--- config.mk ---
export PLATFORM = sky130hd
export DESIGN_NAME = snake_dir_ctrl_flat
export DESIGN_NICKNAME = d
export VERILOG_FILES = /design/src/rtl/snake_dir_ctrl_if.sv /design/src/rtl/snake_dir_ctrl.sv /design/src/flat_wrapper.sv
export SDC_FILE = /design/constraint.sdc
export NUM_CORES = 1
export LEC_CHECK = 0
export CORE_AREA = 2 2 39 41
export CTS_CLUSTER_DIAMETER = 80
export DETAILED_ROUTE_END_ITERATION = 8
export DIE_AREA = 0 0 41 43
export PLACE_DENSITY = 0.83
export SLEW_MARGIN = 10
export SYNTH_ARGS = -nofsm -noshare
export SYNTH_HDL_FRONTEND = slang
export SYNTH_SLANG_ARGS = --single-unit
--- constraint.sdc ---
create_clock -name clk -period 2.05 [get_ports clk]
set_input_delay 0.205 -clock clk [delete_from_list [all_inputs] [get_ports clk]]
set_output_delay 0.205 -clock clk [all_outputs]
set_load 0.01 [all_outputs]
--- src/rtl/snake_dir_ctrl_if.sv ---
// Bundle of key levels, game pulses and direction outputs shared between the
// PS2 decoder side (master) and the direction scheduler (slave).
interface snake_dir_ctrl_if;
    logic       up;
    logic       down;
    logic       left;
    logic       right;
    logic       step;
    logic       restart;
    logic [1:0] dir;
    logic       turn;
    logic       drop;
    logic [2:0] q_count;

    modport master (
        output up, down, left, right, step, restart,
        input  dir, turn, drop, q_count
    );

    modport slave (
        input  up, down, left, right, step, restart,
        output dir, turn, drop, q_count
    );
endinterface

--- src/rtl/snake_dir_ctrl.sv ---
// snake_dir_ctrl: turns held-key levels into queued, legal snake turns and
// commits one turn per game step.
// Optional feature macro: SNAKE_DIR_QUEUE_EN -- when defined a QDEPTH-entry
// FIFO holds pending turns; when undefined a single last-wins pending slot is
// used and QDEPTH has no effect.
// Direction encoding: 0 up, 1 down, 2 left, 3 right. Opposite = flip bit 0.
module snake_dir_ctrl #(
    parameter int         QDEPTH   = 2,
    parameter logic [1:0] INIT_DIR = 2'd3
) (
    input logic             clk,
    input logic             rst,
    snake_dir_ctrl_if.slave bus
);

    if (QDEPTH < 1 || QDEPTH > 4) begin : g_qdepth_chk
        $error("snake_dir_ctrl: QDEPTH must be within 1..4");
    end

    function automatic logic [1:0] opposite(input logic [1:0] d);
        return {d[1], ~d[0]};
    endfunction

    // bit k of keys corresponds to direction code k
    logic [3:0] keys;
    logic [3:0] prev_q;
    logic [3:0] press;
    logic       win_vld;
    logic [1:0] win_dir;
    logic       loser;

    logic [1:0] dir_q;
    logic       turn_q;
    logic       drop_q;

    assign keys    = {bus.right, bus.left, bus.down, bus.up};
    assign press   = keys & ~prev_q;
    assign win_vld = |press;
    assign loser   = |(press & (press - 4'd1));

    // Fixed-priority arbitration among simultaneous presses: up > down > left > right.
    always_comb begin
        win_dir = 2'd3;
        if (press[0])      win_dir = 2'd0;
        else if (press[1]) win_dir = 2'd1;
        else if (press[2]) win_dir = 2'd2;
    end

`ifdef SNAKE_DIR_QUEUE_EN
    localparam int             PW   = (QDEPTH > 1) ? $clog2(QDEPTH) : 1;
    localparam logic [PW-1:0]  LAST = PW'(QDEPTH - 1);
    localparam logic [2:0]     CAP  = 3'(QDEPTH);

    function automatic logic [PW-1:0] ptr_inc(input logic [PW-1:0] p);
        return (p == LAST) ? '0 : p + 1'b1;
    endfunction

    logic [1:0]    mem_q [QDEPTH];
    logic [PW-1:0] rd_ptr_q;
    logic [PW-1:0] wr_ptr_q;
    logic [2:0]    count_q;
    logic [PW-1:0] tail_ptr;
    logic [1:0]    ref_dir;
    logic          pop;
    logic          full_after_pop;
    logic          push;
    logic          reject;

    // Reference is the newest queued turn (or dir when empty), taken before any pop.
    always_comb begin
        tail_ptr       = (wr_ptr_q == '0) ? LAST : wr_ptr_q - 1'b1;
        ref_dir        = (count_q != 3'd0) ? mem_q[tail_ptr] : dir_q;
        pop            = bus.step && (count_q != 3'd0);
        full_after_pop = (count_q - 3'(pop)) == CAP;
        push           = win_vld && (win_dir != ref_dir) &&
                         (win_dir != opposite(ref_dir)) && !full_after_pop;
        reject         = win_vld && (win_dir != ref_dir) &&
                         ((win_dir == opposite(ref_dir)) || full_after_pop);
    end

    // Key history, FIFO pointers/contents and registered outputs; restart flushes.
    always_ff @(posedge clk or negedge rst) begin
        if (!rst) begin
            prev_q   <= 4'd0;
            dir_q    <= INIT_DIR;
            turn_q   <= 1'b0;
            drop_q   <= 1'b0;
            rd_ptr_q <= '0;
            wr_ptr_q <= '0;
            count_q  <= 3'd0;
            for (int i = 0; i < QDEPTH; i++) mem_q[i] <= 2'd0;
        end else begin
            prev_q <= keys;
            turn_q <= 1'b0;
            drop_q <= loser;
            if (bus.restart) begin
                dir_q    <= INIT_DIR;
                rd_ptr_q <= '0;
                wr_ptr_q <= '0;
                count_q  <= 3'd0;
            end else begin
                if (pop) begin
                    dir_q    <= mem_q[rd_ptr_q];
                    turn_q   <= (mem_q[rd_ptr_q] != dir_q);
                    rd_ptr_q <= ptr_inc(rd_ptr_q);
                end
                if (push) begin
                    mem_q[wr_ptr_q] <= win_dir;
                    wr_ptr_q        <= ptr_inc(wr_ptr_q);
                end
                count_q <= count_q - 3'(pop) + 3'(push);
                drop_q  <= loser | reject;
            end
        end
    end

    assign bus.q_count = count_q;
`else
    logic       pend_vld_q;
    logic [1:0] pend_q;
    logic       pop;
    logic       push;
    logic       reject;

    // Legality is judged against the committed direction, not the pending slot.
    always_comb begin
        pop    = bus.step && pend_vld_q;
        push   = win_vld && (win_dir != dir_q) && (win_dir != opposite(dir_q));
        reject = win_vld && (win_dir == opposite(dir_q));
    end

    // Key history, last-wins pending slot and registered outputs; restart clears.
    always_ff @(posedge clk or negedge rst) begin
        if (!rst) begin
            prev_q     <= 4'd0;
            dir_q      <= INIT_DIR;
            turn_q     <= 1'b0;
            drop_q     <= 1'b0;
            pend_vld_q <= 1'b0;
            pend_q     <= 2'd0;
        end else begin
            prev_q <= keys;
            turn_q <= 1'b0;
            drop_q <= loser;
            if (bus.restart) begin
                dir_q      <= INIT_DIR;
                pend_vld_q <= 1'b0;
            end else begin
                if (pop) begin
                    dir_q  <= pend_q;
                    turn_q <= (pend_q != dir_q);
                end
                if (push) begin
                    pend_q <= win_dir;
                end
                pend_vld_q <= push | (pend_vld_q & ~pop);
                drop_q     <= loser | reject;
            end
        end
    end

    assign bus.q_count = {2'b00, pend_vld_q};
`endif

    assign bus.dir  = dir_q;
    assign bus.turn = turn_q;
    assign bus.drop = drop_q;

endmodule

--- src/flat_wrapper.sv ---
// flat-port wrapper written by rule: the top's interface ports become plain ports
module snake_dir_ctrl_flat 
#(
    parameter int         QDEPTH   = 2,
    parameter logic [1:0] INIT_DIR = 2'd3
)
  (clk, rst, bus_up, bus_down, bus_left, bus_right, bus_step, bus_restart, bus_dir, bus_turn, bus_drop, bus_q_count);
  snake_dir_ctrl_if bus_i ();
  input logic clk;
  input logic rst;
  input wire logic [$bits(bus_i.up)-1:0] bus_up;
  input wire logic [$bits(bus_i.down)-1:0] bus_down;
  input wire logic [$bits(bus_i.left)-1:0] bus_left;
  input wire logic [$bits(bus_i.right)-1:0] bus_right;
  input wire logic [$bits(bus_i.step)-1:0] bus_step;
  input wire logic [$bits(bus_i.restart)-1:0] bus_restart;
  output wire logic [$bits(bus_i.dir)-1:0] bus_dir;
  output wire logic [$bits(bus_i.turn)-1:0] bus_turn;
  output wire logic [$bits(bus_i.drop)-1:0] bus_drop;
  output wire logic [$bits(bus_i.q_count)-1:0] bus_q_count;
  assign bus_i.up = bus_up;
  assign bus_i.down = bus_down;
  assign bus_i.left = bus_left;
  assign bus_i.right = bus_right;
  assign bus_i.step = bus_step;
  assign bus_i.restart = bus_restart;
  assign bus_dir = bus_i.dir;
  assign bus_turn = bus_i.turn;
  assign bus_drop = bus_i.drop;
  assign bus_q_count = bus_i.q_count;
  snake_dir_ctrl #(.QDEPTH(QDEPTH), .INIT_DIR(INIT_DIR)) u_core (.clk(clk), .rst(rst), .bus(bus_i));
endmodule
==> results of run 1 <==
==> through the flow <==
step	hold slack [ps]	total power, mW	util, %
global route	297.3	0.5356	52.08
floorplan	-90.59	0.3180	-
CTS	273.6	0.5094	52.08
finish	263.9	0.5021	52.08
detailed placement	533.1	0.3601	50.18
global placement	511.7	0.3550	50.18
==> cells by family after synthesis <==
family,count (synthesis),share of synthesized area (%)
DFF,11,48.47
buffers and inverters,5,5.239
adders and majority gates,1,1.965
xor gates and xnor gates,3,4.586
AOI/OAI and AO/OA,13,18.56
muxes,1,2.619
and+or+nand+nor,17,17.90
other,1,0.6544
==> cell type report <==
| type | instances | area, um2 |
|---|---|---|
| tap | 16 | 20.02 |
| multi-input combinational | 37 | 269.0 |
| clock buffer | 4 | 26.28 |
| timing repair buffer | 12 | 120.1 |
| fill | 136 | 663.1 |
| sequential | 11 | 277.8 |
| inverter | 2 | 7.507 |
==> cell usage in the layout, fill, tap and decap left out <==
cell and n:
nand3_1 4, inv_1 1, conb_1 2, nor2b_1 1, nor2_1 2, a21oi_1 4
o21ai_2 1, a21oi_2 2, o21ai_0 1, dfstp_2 2, nand2b_1 3, mux2_4 1
inv_2 1, o2111ai_2 1, clkbuf_1 1, xnor2_1 3, clkbuf_4 3, maj3_2 1
and2b_4 2, o32ai_2 1, dfrtp_1 9, nor3_1 1, clkdlybuf4s50_1 12, a31oi_1 1
nor2b_4 1, a211oi_1 1, nand2_1 3, o211a_1 1
==> flip-flops by register name, indices dropped and copies added, names as in the netlist <==
register / flops
u_core.bus.drop: 1
u_core.pend_q: 2
u_core.pend_vld_q: 1
u_core.bus.dir: 2
u_core.bus.turn: 1
u_core.prev_q: 4
==> worst register-to-register path, stage by stage, from the launching register on <==
cell and delay (ps):
dfrtp_1 400, nor2b_4 190, o2111ai_2 170, a21oi_2 170, mux2_4 310
==> power by group <==
part	switching (mW)	internal (mW)
combinational	0.0452	0.0583
sequential	0.0164	0.236
clock	0.0712	0.0753
total	0.133	0.369
==> final timing paths <==
| kind | start | end | slack [ps] | cells after the start |
|---|---|---|---|---|
| setup / recovery | u_core.bus.dir[1]$_DFFE_PN1P_ | bus_dir[1] | 400 | 1 |
| hold / removal | rst | u_core.bus.drop$_DFF_PN0_ | 260 | 1 |
| setup reg to reg | u_core.prev_q[2]$_DFF_PN0_ | u_core.pend_q[0]$_DFFE_PN0P_ | 700 | 4 |
| hold reg to reg | u_core.bus.dir[0]$_DFFE_PN1P_ | u_core.bus.dir[0]$_DFFE_PN1P_ | 540 | 2 |
| max in group asynchronous | rst | u_core.bus.dir[1]$_DFFE_PN1P_ | 1440 | 1 |
| min in group clk | bus_right | u_core.prev_q[3]$_DFF_PN0_ | 400 | 1 |
==> routing by layer <==
metal | GRT usage [%] | up-vias
met4 | 16.00 | 0
met5 | 0 | -
li1 | - | 207
met3 | 3.141 | 4
met2 | 22.50 | 13
met1 | 18.57 | 205
==> results_dict.tcl, run 1 <==
set metrics [dict create \
    setup_ws_ps 404.9 \
    via_count 429 \
    yosys-top-cells-area "dfrtp_1 (39%), dfstp_2 (9.2%), xnor2_1 (4.6%)" \
    ant_nets 0 \
    tritoncts "built" \
    first_pass_iters 4 \
    syn-cell-area_um2 573.1 \
    io_pins 15 \
    crit_slowest_cell "dfstp_2" \
    met1_length_um 433 \
    postCtsSetupBuffers 0 \
    ctsResizeCount 0 \
    met2_length_um 514 \
    nets 75 \
    fin_crit_sh_pct 80.25 \
    io_buffers 12 \
    routed.top_layer "met4" \
    design_area_um2 720.7 \
    syn-instance-count 52 \
    p_per_area_mw_per_mm2 696.7 \
    gr-total-overflow 0 \
    core_area_mm2 0.001384 \
    finalWirelength_um 1041 \
    place_area_um2 694.4 \
    drt_iter0_markers 7 \
    synth-seq-cells 11 \
    yosys_warnings 0 \
    path_class "register to primary output" \
    via_per_inst 5.232 \
    ys_top_cells_by_count "dfrtp_1 (9), a21oi_1 (4), nand3_1 (4)" \
    synth_top_area_share_pct 39.30 \
    end_kind "primary output" \
    cts_buffers 3 \
    synth_top_flop_cell "dfrtp_1" \
    die-area_mm2 0.001763 \
    rsz0062_at_grt "no" \
    cts_root_buf "clkbuf_4" \
    holdBufCountCts 0 \
    stdcell_count 82 \
    clock_sinks 11 \
    antenna_found_initial 0 \
    ys_seq_area_share_pct 48.47 \
    synth.most_common_cell "dfrtp_1" \
    insertion_delay_ps 270 \
    fin_worst_skew_ps 0.7989 \
    hold_class "input pin to async pin" \
    path_cells "clkdlybuf4s50_1" \
    crit_required_ps 1850 \
    die_w_um 41 \
    cp_num_buf_inv 1 \
    placementRows 14 \
    diodes 0 \
    worstPathMaxFanout 7 \
    slew_violations 0 \
    final_layout_size_suffix_gt1_share_pct 24.24 \
    synth_edf_count 0 \
    synth.avg_cell_area_um2 11.02 \
    path_clk_slew_ps 70 \
    wl_met3_um 46 \
    grt_max_degree 12 \
    min_period_ps 1645 \
    cp_top_family "flip-flops" \
    hold_viol_final 0 \
    startpoint_type "register" \
    yosysUniqueCellTypes 26 \
    vdd_drop_max_uv 378.8 \
    grt_pass1_wl_um 1794 \
    h-tree-depth 1 \
    timing.setup.tns_ps 0 \
    cp.arrival_ps 1440 \
    cts_buffer_depth 2 \
    area_growth_syn_to_layout_pct 25.76 \
    max_freq_mhz 607.8 \
    setup_viol 0 \
    gp_congestion 0.7819 \
    dpl.cell_count 78 \
    critical_path.max_stage_delay_ps 610 \
    async_flop_share_pct 100.0 \
    wl_per_cell_um 12.70 \
    die_h_um 43 \
    initial_core_util_pct 41.41 \
    pre_cts_ws_ps 368.4 \
    grt_use_total_pct 16.03 \
    first_global_vias 435 \
    leakagePower_nw 0.3032 \
    remaining_drc_errors 0 \
    maxCapViolCount 0 \
    dpl.hpwl_um 812.4 \
    synth_area_leader_cell "dfrtp_1" \
    outcome "completed" \
]
Power figures use the tool's default switching activity.
==> run 2: changes to the inputs <==
==> constraint.sdc (replaced) <==
create_clock -name clk -period 1.6 [get_ports clk]
set_input_delay 0.16 -clock clk [delete_from_list [all_inputs] [get_ports clk]]
set_output_delay 0.16 -clock clk [all_outputs]
set_load 0.01 [all_outputs]
==> run 2 against run 1 <==
  * Core utilization rose by 0.99 points
  * Final cell count rose by 2.4%
  * Clock power rose by 30%
  * Largest cell class unchanged
  * Clock skew rose by 5.9 ps
  * Highest routed layer unchanged
  * Clock-buffer cell count did not move
  * Total power rose by 30%
  * Worst setup slack got worse by 360 ps
  * Register-to-register slack got worse by 410 ps
==> results_dict.tcl, run 2 (synthesis results as in run 1) <==
set metrics [dict create \
    cts_root_buf "clkbuf_4" \
    critical_path.max_stage_delay_ps 580 \
    final_cell_mix "clkdlybuf4s50_1 (11), dfrtp_1 (9), a21oi_1 (4), nand3_1 (4)" \
    end_kind "primary output" \
    antenna_found_initial 0 \
    clock_sinks 11 \
    placementRows 14 \
    setup_viol 0 \
    wl_per_cell_um 12.82 \
    timing.rr.start "u_core.prev_q[2]$_DFF_PN0_" \
    postCtsSetupBuffers 0 \
    crit_required_ps 1440 \
    die-area_mm2 0.001763 \
    worstPathMaxFanout 4 \
    gp_congestion 0.8853 \
    ant_nets 0 \
    final_util_pct 53.07 \
    cp.depth 1 \
    first_global_vias 431 \
    via_count 433 \
    slew_violations 0 \
    fin_worst_skew_ps 6.682 \
    rsz0062_at_grt "no" \
    layout_commonest_cell "clkdlybuf4s50_1" \
    largest_reg_flops 4 \
    insertion_delay_ps 280 \
    ctsResizeCount 1 \
    io_buffers 12 \
    min_period_ps 1550 \
    grt_use_total_pct 15.38 \
    cp_num_buf_inv 1 \
    num-fill-cells 135 \
    cts_buffer_depth 2 \
    leakagePower_nw 0.3120 \
    grt_pass1_wl_um 1752 \
    startpoint_type "register" \
    pwr-share-seq_pct 49.5 \
    reg2reg_setup_slack_ps 290 \
    hold_viol_final 0 \
    drt_iter0_markers 10 \
    core_area_mm2 0.001384 \
    initial_core_util_pct 41.41 \
    regMostFlops "u_core.prev_q" \
    outcome "completed" \
    die_h_um 43 \
    power_frac_comb_pct 21.1 \
    power.switching_uw 175.1 \
    vdd_drop_max_uv 325.8 \
    path_clk_slew_ps 70 \
    first_pass_iters 4 \
    max_freq_mhz 645.1 \
    holdBufCountCts 0 \
    cts_buffers 3 \
    hold_class "input pin to async pin" \
    fin_crit_sh_pct 96.88 \
    tritoncts "built" \
    switching_share_pct 26.92 \
    cp_top_family "flip-flops" \
    cp.arrival_ps 1390 \
    maxCapViolCount 0 \
    nets 77 \
    die_w_um 41 \
    remaining_drc_errors 0 \
    r2r-end "u_core.bus.drop$_DFF_PN0_" \
    via_per_inst 5.155 \
    crit_slowest_cell "dfstp_2" \
    power.internal_uw 475.3 \
    ff2ff_path_depth 5 \
    clockPowerShare_pct 29.4 \
    io_pins 15 \
    area_growth_syn_to_layout_pct 28.17 \
    final_layout_size_suffix_gt1_share_pct 26.47 \
    p_per_area_mw_per_mm2 885.6 \
    path_cells "clkdlybuf4s50_1" \
    diodes 0 \
    grt_max_degree 12 \
    setup.worst_path.start "u_core.bus.dir[0]$_DFFE_PN1P_" \
    h-tree-depth 1 \
    gr-total-overflow 0 \
    finalWirelength_um 1077 \
    timing.setup.tns_ps 0 \
    path_class "register to primary output" \
]
## run 2: routing by layer
| metal | GRT usage [%] | routed length, um |
|---|---|---|
| met4 | 11.33 | 20 |
| met3 | 3.141 | 55 |
| met1 | 17.16 | 436 |
| met2 | 24.06 | 565 |
| met5 | 0 | 0 |
## run 2: worst max path at each step
stage | to | slack, ps
after global placement | u_core.pend_q[0]$_DFFE_PN0P_ | 60
after CTS | bus_dir[0] | 50
after floorplan | u_core.pend_q[0]$_DFFE_PN0P_ | 330
after global routing | bus_dir[0] | 10
final | bus_dir[0] | 50
after detailed placement | u_core.bus.drop$_DFF_PN0_ | 7
## run 2: area by class of cell
class	instances	area (um2)	area share, %
Sequential cell	11	277.8	37.82
Multi-Input combinational cell	37	269.0	36.63
Timing Repair Buffer	14	133.9	18.23
Clock buffer	4	26.28	3.578
Tap cell	16	20.02	2.726
Inverter	2	7.507	1.022
## run 2: power groups by stage
stage / clock, mW / sequential, mW / combinational, mW
floorplan: 0 / 0.326 / 0.0813
global placement: 0 / 0.326 / 0.132
detailed placement: 0 / 0.327 / 0.138
CTS: 0.195 / 0.322 / 0.137
global route: 0.212 / 0.324 / 0.149
finish: 0.191 / 0.322 / 0.137
## run 2: per-stage QoR
step / hold WS (ps) / setup WS, ps / cells / area, um2 / power [mW]
final: 207.8 / 49.85 / 84 / 734.5 / 0.6504
after global routing: 253.0 / 14.77 / 84 / 734.5 / 0.6846
after CTS: 229.2 / 46.90 / 84 / 734.5 / 0.6546
after detailed placement: 519.5 / 6.767 / 80 / 709.4 / 0.4645
after global placement: 509.0 / 62.37 / 80 / 709.4 / 0.4586
after floorplan: -135.6 / 333.6 / 53 / 576.8 / 0.4075
==> run 3: changes to the inputs <==
--- a/config.mk
+++ b/config.mk
@@ -9,6 +9,7 @@
 export CTS_CLUSTER_DIAMETER = 80
 export DETAILED_ROUTE_END_ITERATION = 8
 export DIE_AREA = 0 0 41 43
+export GPL_TIMING_DRIVEN = 0
 export PLACE_DENSITY = 0.83
 export SLEW_MARGIN = 10
 export SYNTH_ARGS = -nofsm -noshare
==> run 3 against run 2 <==
  * Flip-flop and latch count stayed put
  * Maximum frequency is 0.43% lower
  * Final cell count is 2.4% higher
  * Highest routed layer unchanged
  * Largest power group unchanged
==> results_dict.tcl, run 3 (synthesis results as in run 1) <==
set metrics [dict create \
    cp_top_family "flip-flops" \
    holdBufCountCts 0 \
    design_area_um2 750.7 \
    final_cell_mix "clkdlybuf4s50_1 (12), dfrtp_1 (9), a21oi_1 (4), nand3_1 (4), buf_4 (4)" \
    rsz0062_at_grt "no" \
    ant_nets 0 \
    final_layout_size_suffix_gt1_share_pct 28.57 \
    grt_max_degree 12 \
    area_growth_syn_to_layout_pct 31.00 \
    initial_core_util_pct 41.41 \
    clockPowerShare_pct 29.8 \
    cp.arrival_ps 1400 \
    wl_per_cell_um 13.58 \
    drt_iter0_markers 5 \
    outcome "completed" \
    antenna_found_initial 0 \
    leakagePower_nw 0.3235 \
    diodes 0 \
    dpl.cell_count 81 \
    multi_input_area_um2 269.0 \
    power_frac_comb_pct 22.0 \
    crit_required_ps 1440 \
    io_buffers 12 \
    grt_pass1_wl_um 1932 \
    remaining_drc_errors 0 \
    fin_crit_sh_pct 97.30 \
    grt_use_total_pct 17.04 \
    setup_viol 0 \
    hold_viol_final 0 \
    via_count 450 \
    startpoint_type "register" \
    insertion_delay_ps 280 \
    setup_ws_ps 43.18 \
    die_h_um 43 \
    dpl.hpwl_um 892.6 \
    tritoncts "built" \
    max_freq_mhz 642.3 \
    path_cells "clkdlybuf4s50_1" \
    layout_commonest_cell "clkdlybuf4s50_1" \
    finalWirelength_um 1168 \
    critical_path.max_stage_delay_ps 580 \
    first_pass_iters 4 \
    largest_reg_flops 4 \
    fin_worst_skew_ps 0.9067 \
    core_area_mm2 0.001384 \
    io_pins 15 \
    end_kind "primary output" \
    gr-total-overflow 0 \
    path_clk_slew_ps 70 \
    place_area_um2 716.9 \
    cp_num_buf_inv 1 \
    min_period_ps 1557 \
    power.internal_uw 481.1 \
    pre_cts_ws_ps -27.12 \
    pwr-share-seq_pct 48.2 \
    maxCapViolCount 0 \
    regArea_um2 277.8 \
    power.switching_uw 182.5 \
    stdcell_count 86 \
    switching_share_pct 27.50 \
    worstPathMaxFanout 4 \
    h-tree-depth 1 \
    path_class "register to primary output" \
    slew_violations 0 \
    total_power_uw 663.6 \
    cts_buffer_depth 2 \
    die-area_mm2 0.001763 \
    first_global_vias 489 \
    nets 79 \
    clock_sinks 11 \
    cts_buffers 3 \
    gp_congestion 0.7343 \
    cts_root_buf "clkbuf_4" \
    vdd_drop_max_uv 440.9 \
    regMostFlops "u_core.prev_q" \
    crit_slowest_cell "dfstp_2" \
    via_per_inst 5.233 \
    die_w_um 41 \
    hold_class "input pin to async pin" \
    p_per_area_mw_per_mm2 884.0 \
    num-fill-cells 131 \
    placementRows 14 \
]
[run 3: changes by cell type in the layout (fill, tap and decap cells not counted)]
cell	change
dlygate4sd2_1	-1
clkdlybuf4s50_1	+1
buf_4	+2
[run 3: per-stage QoR]
stage                     setup TNS [ps]  hold WS, ps  utilization (%)
after global placement            -12.39        511.7            51.81
final                                  0        202.8            54.25
after detailed placement          -27.12        522.6            51.81
after floorplan                        0       -135.6                -
after global routing                   0        250.4            54.25
after CTS                              0        228.1            54.25
[run 3: final timing paths]
| kind | slack, ps | depth (start not counted) | from | to |
|---|---|---|---|---|
| max in group asynchronous | 1050 | 1 | rst | u_core.bus.dir[1]$_DFFE_PN1P_ |
| max reg2reg | 260 | 4 | u_core.bus.dir[1]$_DFFE_PN1P_ | u_core.pend_q[0]$_DFFE_PN0P_ |
| min in group clk | 330 | 1 | bus_right | u_core.prev_q[3]$_DFF_PN0_ |
| min | 200 | 1 | rst | u_core.prev_q[3]$_DFF_PN0_ |
| min reg2reg | 540 | 2 | u_core.bus.dir[0]$_DFFE_PN1P_ | u_core.bus.dir[0]$_DFFE_PN1P_ |
| max | 40 | 1 | u_core.bus.dir[0]$_DFFE_PN1P_ | bus_dir[0] |
[run 3: repair_timing]
item | in CTS | in global routing
endpoints found under the setup margin | 1 | 0
buffers inserted | 1 | 0
gates resized for setup | 0 | 0
[run 3: power groups by stage]
stage / sequential, mW / clock (mW) / combinational [mW]
global route: 0.323 / 0.218 / 0.160
floorplan: 0.326 / 0 / 0.0813
global placement: 0.326 / 0 / 0.135
finish: 0.320 / 0.197 / 0.146
CTS: 0.319 / 0.198 / 0.148
detailed placement: 0.327 / 0 / 0.141
[run 3: layout make-up]
class	instances	share of cell area, %
timing repair buffer	13	17.00
clock buffer	4	3.500
tap	16	2.667
sequential	11	37.00
multi-input combinational	37	35.83
inverter	2	1.000
buffer	3	3.000
[run 3: metal layers]
metal  part of all wire [%]  track usage (%)
met5                      0                0
met4                    6.2            14.00
met3                    4.5            3.141
met2                     51            28.44
met1                     39            16.61
